[src/rtl/piso_tx.sv]
// -----------------------------------------------------------------------------
// piso_tx -- parallel-in / serial-out frame transmitter.
//
// A word accepted on the load_valid/load_ready handshake is sent as a frame:
// one START cycle (line high), WIDTH data bits, an optional even-parity bit,
// and one STOP cycle (line low, done pulses). A new word may be accepted in
// the STOP cycle, giving back-to-back frames with no idle gap.
//
// Optional feature: define PISO_TX_PARITY_EN to insert a PARITY cycle that
// carries the XOR of all data bits (frame is low during it).
//
// Parameters:
//   WIDTH      data word width in bits (>= 2)
//   MSB_FIRST  0: bit 0 sent first, 1: bit WIDTH-1 sent first
//
// Ports:
//   clk         rising-edge clock, one serial bit per cycle
//   rst         asynchronous active-high reset
//   data_in     parallel word, sampled only on an accept
//   load_valid  data_in holds a word to send
//   load_ready  block can take a word this cycle (IDLE or STOP)
//   serial_out  serial line, idle level 0 (registered)
//   frame       high while serial_out carries a data bit (registered)
//   busy        high in any state other than IDLE (registered)
//   done        one-cycle pulse in the STOP cycle of each frame (registered)
// -----------------------------------------------------------------------------
module piso_tx #(
    parameter int WIDTH     = 8,
    parameter bit MSB_FIRST = 1'b0
) (
    input  logic             clk,
    input  logic             rst,
    input  logic [WIDTH-1:0] data_in,
    input  logic             load_valid,
    output logic             load_ready,
    output logic             serial_out,
    output logic             frame,
    output logic             busy,
    output logic             done
);

    localparam int CNT_W = $clog2(WIDTH);
    localparam logic [CNT_W-1:0] LAST_BIT = CNT_W'(WIDTH - 1);

    localparam logic [2:0] S_IDLE   = 3'd0;
    localparam logic [2:0] S_START  = 3'd1;
    localparam logic [2:0] S_DATA   = 3'd2;
    localparam logic [2:0] S_STOP   = 3'd3;
`ifdef PISO_TX_PARITY_EN
    localparam logic [2:0] S_PARITY = 3'd4;
`endif

    logic [2:0]       state;
    logic [WIDTH-1:0] shreg;
    logic [CNT_W-1:0] bit_cnt;
    logic             accept;
    logic             head_bit;
    logic [WIDTH-1:0] shreg_next;
`ifdef PISO_TX_PARITY_EN
    logic             parity_bit;
`endif

    assign load_ready = (state == S_IDLE) || (state == S_STOP);
    assign accept     = load_valid && load_ready;

    // The bit to put on the line next always sits at the "head" end of the
    // shift register; shifting moves the following bit into that position.
    always_comb begin
        head_bit   = 1'b0;
        shreg_next = '0;
        if (MSB_FIRST) begin
            head_bit   = shreg[WIDTH-1];
            shreg_next = {shreg[WIDTH-2:0], 1'b0};
        end else begin
            head_bit   = shreg[0];
            shreg_next = {1'b0, shreg[WIDTH-1:1]};
        end
    end

    // Outputs are registered from the next-state decision so that each
    // output is valid in the same cycle as the state it describes.
    always_ff @(posedge clk or posedge rst) begin
        if (rst) begin
            state      <= S_IDLE;
            shreg      <= '0;
            bit_cnt    <= '0;
            serial_out <= 1'b0;
            frame      <= 1'b0;
            busy       <= 1'b0;
            done       <= 1'b0;
`ifdef PISO_TX_PARITY_EN
            parity_bit <= 1'b0;
`endif
        end else begin
            done <= 1'b0;
            case (state)
                S_IDLE, S_STOP: begin
                    if (accept) begin
                        state      <= S_START;
                        shreg      <= data_in;
`ifdef PISO_TX_PARITY_EN
                        parity_bit <= ^data_in;
`endif
                        serial_out <= 1'b1;
                        frame      <= 1'b0;
                        busy       <= 1'b1;
                    end else begin
                        state      <= S_IDLE;
                        serial_out <= 1'b0;
                        frame      <= 1'b0;
                        busy       <= 1'b0;
                    end
                end

                S_START: begin
                    state      <= S_DATA;
                    bit_cnt    <= '0;
                    serial_out <= head_bit;
                    shreg      <= shreg_next;
                    frame      <= 1'b1;
                    busy       <= 1'b1;
                end

                S_DATA: begin
                    busy <= 1'b1;
                    if (bit_cnt == LAST_BIT) begin
                        bit_cnt <= '0;
                        frame   <= 1'b0;
`ifdef PISO_TX_PARITY_EN
                        state      <= S_PARITY;
                        serial_out <= parity_bit;
`else
                        state      <= S_STOP;
                        serial_out <= 1'b0;
                        done       <= 1'b1;
`endif
                    end else begin
                        bit_cnt    <= bit_cnt + CNT_W'(1);
                        serial_out <= head_bit;
                        shreg      <= shreg_next;
                        frame      <= 1'b1;
                    end
                end

`ifdef PISO_TX_PARITY_EN
                S_PARITY: begin
                    state      <= S_STOP;
                    serial_out <= 1'b0;
                    frame      <= 1'b0;
                    busy       <= 1'b1;
                    done       <= 1'b1;
                end
`endif

                default: begin
                    state      <= S_IDLE;
                    bit_cnt    <= '0;
                    serial_out <= 1'b0;
                    frame      <= 1'b0;
                    busy       <= 1'b0;
                end
            endcase
        end
    end

endmodule
[config.mk]
export PLATFORM = sky130hd
export DESIGN_NAME = piso_tx
export DESIGN_NICKNAME = d
export VERILOG_FILES = /design/src/rtl/piso_tx.sv
export SDC_FILE = /design/constraint.sdc
export NUM_CORES = 1
export LEC_CHECK = 0
export ABC_AREA = 0
export CAP_MARGIN = 20
export CORE_MARGIN = 1
export CORE_UTILIZATION = 49
export CTS_CLUSTER_DIAMETER = 100
export CTS_CLUSTER_SIZE = 20
export DETAILED_ROUTE_END_ITERATION = 7
export PLACE_DENSITY_LB_ADDON = 0.3
export SLEW_MARGIN = 40
export SYNTH_ARGS = -nofsm -noshare
export SYNTH_HDL_FRONTEND = slang
export SYNTH_SLANG_ARGS = --single-unit
[constraint.sdc]
create_clock -name clk -period 1.8 [get_ports clk]
set_input_delay 0.36 -clock clk [delete_from_list [all_inputs] [get_ports clk]]
set_output_delay 0.36 -clock clk [all_outputs]
set_load 0.02 [all_outputs]
; After elaboration in Yosys (flattened, before gate mapping)
; Cells that the tools add are included.
[word_totals]
regBits = 18
in_bits = 11
elab_cells = 38
[classes]
muxes = 16
n_reduce_logical = 7
eq_ne = 7
add_sub_neg = 1
[ops]
columns = op, count
row1 = $pmux 8 s3, 1
row2 = $mux 8, 2
row3 = $pmux 3 s3, 1
row4 = $eq 3x2->1 const B, 2
row5 = $mux 1, 6
row6 = $mux 3, 2
row7 = $ne 2x2->1 const B, 3
row8 = $pmux 3 s2, 1
row9 = $pmux 1 s2, 2
row10 = $reduce_or 2->1, 2
row11 = $add 3x1->3 const B, 1
row12 = $eq 3x1->1 const B, 1
row13 = $eq 3x3->1 const B, 1
row14 = $logic_not 3->1, 1
row15 = $pmux 1 s3, 1
row16 = $reduce_and 3->1, 1
row17 = $reduce_bool 3->1, 1
row18 = $logic_and 1x1->1, 1
row19 = $logic_or 1x1->1, 1

; Logic depth before layout (Yosys ltp)
[logic_depth]
depth_word = 5
depth_mapped = 8
ltp_nobuf = 6

; Worst setup path after synthesis
; OpenSTA, ideal clock, no wires.
[synth_timing]
path_type = reg-to-reg
start = register state[0]
end = register shreg[0]
t_required_ns = 1.673
slack_ns = 0.257
arrival_ns = 1.416
stages_incl_launch_ff = 9
setup_time_ns = 0.127
synth_period_minus_slack_ns = 1.543
path_cell_list = dfrtp_1 > inv_1 > ha_1 > buf_6 > nand2b_4 > buf_6 > buf_8 > a21oi_1 > a31oi_1
[synth_between]
elab_chain_cells = 5
[synth_rtl]
columns = element, line
row1 = start: declaration, 53  ; logic [2:0] state;
row2 = start signal: assignment, 84  ; state <= S_IDLE;
row3 = start signal: assignment, 99  ; state <= S_START;
row4 = start signal: assignment, 108  ; state <= S_IDLE;
row5 = $eq 3x2->1 / $logic_not 3->1 (equally long branches), 63  ; assign load_ready = (state == S_IDLE) || (state == S_STOP);
row6 = $logic_or 1x1->1 (*), 63
row7 = via load_ready, 35  ; output logic load_ready,
row8 = $logic_and 1x1->1 (*), 64  ; assign accept = load_valid && load_ready;
row9 = $ne 2x2->1 (no source line) (*), -
row10 = $reduce_and 3->1 (no source line) (*), -
row11 = end signal: assignment, 100  ; shreg <= data_in;
row12 = end signal: assignment, 119  ; shreg <= shreg_next;
row13 = end signal: assignment, 140  ; shreg <= shreg_next;
row14 = end: declaration, 54  ; logic [WIDTH-1:0] shreg;
; Mark *: on every way through the listed nets, which the timed path passes. The rest lies on a longest branch.
; A chain may end at the register's enable or synchronous reset.

; Worst setup path in the final report
[layout_timing]
start = register state[0]
end = output port load_ready
[layout_between]
elab_chain_cells = 2
[layout_rtl]
columns = element, line
row1 = $eq 3x2->1 / $logic_not 3->1 (equally long branches), 63
row2 = $logic_or 1x1->1 (*), 63
row3 = end: declaration, 35
; Mark *: on every way between the ends. The rest lies on a longest branch, timed or not.

==> metrics <==
status completed; top post-synthesis cells by area dfrtp_1 (52%), mux2i_1 (8.5%), ha_1 (6.1%), a31oi_1 (5.3%), a21oi_1 (4.9%); CTS tree built; post-synth cell types 21; final worst-path cycle share 93.9%; Num CTS Buffers 3; Post-layout nets 107; initial antenna violation count 0; Total Die Area 1840 sq um; Post-synth ARST share 100%; vias in the first global route 552; fin. max-slew vios 0; sequential area share after synthesis 51.9%; Synth Flop Type dfrtp_1; Crit Path Max Fanout 3; clk_lat worst skew 0.29 ns; H-tree lvl count 1; via count 578; 1st-pass router iterations 3; Sink Count 17; Vias/cell 5.40; Mean Syn Cell Area 10.9 sq um; DRT antenna net count 0; post-CTS setup buffers 0; final non-filler cell total 107; total gr overflow 0; RePlAce Congestion 0.676; Synth Cell Area 820 sq um; clk_skew 0.00646 ns; Final TNS setup 0 ns; area leader, netlist dfrtp_1; Hold Fails Final Rpt 0; class of the worst hold path input pin to async pin; Inst Count DP 103; Wirelength per Cell 12.5 um; placed cell area 952 sq um; Initial Utilization 53.2%; Longest Clk Path Bufs 2; Post-synth EDFFs 0; min Tclk post-route 1.69 ns; DR iter-0 viols 6; DIE HEIGHT 42.9 um; first-pass GRT wire length 2.39 mm; Syn. warnings 0; Die W 42.9 um; io pins 16; synthesized net count 90; Util after Layout 63.5%; worst rel slew slack 81.9%; drt total wl 1.34 mm; Syn Inst Count 75; Setup Viol. Count Final 0; CP Launch Type flip-flop; largest net degree at the start of global routing 18; detailed placement HPWL 952 um; Cell Pwr Density 1680 nW/um^2; VDD IR max 777 uV; Leak 0.000467 uW; # Max-Cap Violations 0; drt drc 0; root buffer cell clkbuf_4; Overall Global Routing Usage 18.0%; Worst-Margin Slew 0.270 ns; FMAX 591 MHz; critical path required time 1.44 ns; count of buffers from port buffering 15; area grow syn2layout 19.4%; Worst Setup End Kind primary output; Worst R2R Path Depth 6; crit path kind flip-flop to primary output; Design Area, Final 978 sq um; fraction of layout cells with a size suffix above 1 8.79%; Cell Rows 14; critical path arrival 1.33 ns; Synth top area share 51.9%; FF+latch count, synth 17; core area 1540 sq um; Worst-path clk slew 0.10 ns; antenna cells 0; unrepaired setup endpoints after global routing no
kinds of logic (layout without fill, tap and decap cells):
group	after synthesis	after routing	synth area share, %
compound gates	23	23	16.0
simple gates	15	15	9.16
flops	17	17	51.9
mux	7	7	8.55
buf+inv	9	25	8.24
fa+ha+maj	4	4	6.11
final cells by class:
class / count / area, sq um
clock buffers: 3 / 22.5
clock inverters: 1 / 5.00
fillers: 138 / 563
repair buffers: 17 / 164
multi-input cells: 49 / 327
well taps: 16 / 20.0
flip-flops and latches: 17 / 425
inverters: 4 / 15.0
synthesized netlist by cell type, types with 2 or more instances:
library cell	instances
a21o_1	2
a21oi_1	8
nand2_1	6
buf_6	2
mux2i_1	7
ha_1	4
inv_1	3
buf_4	2
dfrtp_1	17
nor2_1	4
a31oi_1	7
o21ai_0	4
final timing paths:
path	startpoint	to	slack [ns]
hold / removal	rst	shreg[2]	0.36
min in group clk	bit_cnt[1]	bit_cnt[1]	0.50
setup / recovery	state[0]	load_ready	0.11
hold reg to reg	bit_cnt[1]	bit_cnt[1]	0.50
max in group asynchronous	rst	frame	1.24
setup reg to reg	bit_cnt[0]	shreg[7]	0.30
per-layer routing:
metal / routed length (um) / global-route usage [%] / part of all wire (%) / vias up
met3: 26 / 2.55 / 1.9 / 4
met1: 615 / 23.0 / 46 / 272
met5: 0 / 0 / 0 / -
li1: - / - / - / 291
met4: 29 / 11.3 / 2.2 / 0
met2: 668 / 28.5 / 50 / 11
sequential cells by signal, summed over array words and instances (netlist names):
| register | cells |
|---|---|
| bit_cnt | 3 |
| frame | 1 |
| busy | 1 |
| shreg | 8 |
| state | 2 |
| done | 1 |
| serial_out | 1 |
what timing repair did:
item	CTS	global route
hold buffers	0	0
gates resized for setup	1	0
setup endpoints to repair	1	0
hold endpoints to repair	0	0
cell usage in the layout, fill, tap and decap left out, drive strengths merged:
| master | n |
|---|---|
| buf | 2 |
| nand2b | 2 |
| clkbuf | 3 |
| a31oi | 7 |
| dlygate4sd2 | 1 |
| nor2 | 4 |
| clkinv | 2 |
| a21o | 2 |
| ha | 4 |
| o21ai | 5 |
| a21boi | 1 |
| a21oi | 8 |
| dfrtp | 17 |
| mux2i | 7 |
| nor3 | 1 |
| clkdlybuf4s50 | 14 |
| nand2 | 7 |
| inv | 3 |
| nor2b | 1 |
worst max-delay path, stage by stage, from the launching register on:
cell           delay, ns
dfrtp_1             0.38
inv_1               0.05
ha_1                0.29
dlygate4sd2_1       0.32
stage by stage:
| stage | power (uW) | hold WS [ns] | worst slack [ns] |
|---|---|---|---|
| detailed placement | 1470 | 0.486 | 0.161 |
| global placement | 1440 | 0.473 | 0.186 |
| floorplan | 1330 | 0.286 | 0.257 |
| global route | 1780 | 0.408 | 0.0514 |
| CTS | 1660 | 0.362 | 0.0939 |
| finish | 1640 | 0.361 | 0.109 |
power breakdown:
| group | switching (uW) | leakage (uW) | internal [uW] | total, uW |
|---|---|---|---|---|
| logic | 437 | 0.000244 | 371 | 808 |
| registers | 81.5 | 0.000205 | 550 | 631 |
| clock network | 120 | 0.0000177 | 82.6 | 203 |
| total | 638 | 0.000467 | 1000 | 1640 |
Note: power is estimated with default switching activity, not from simulation.
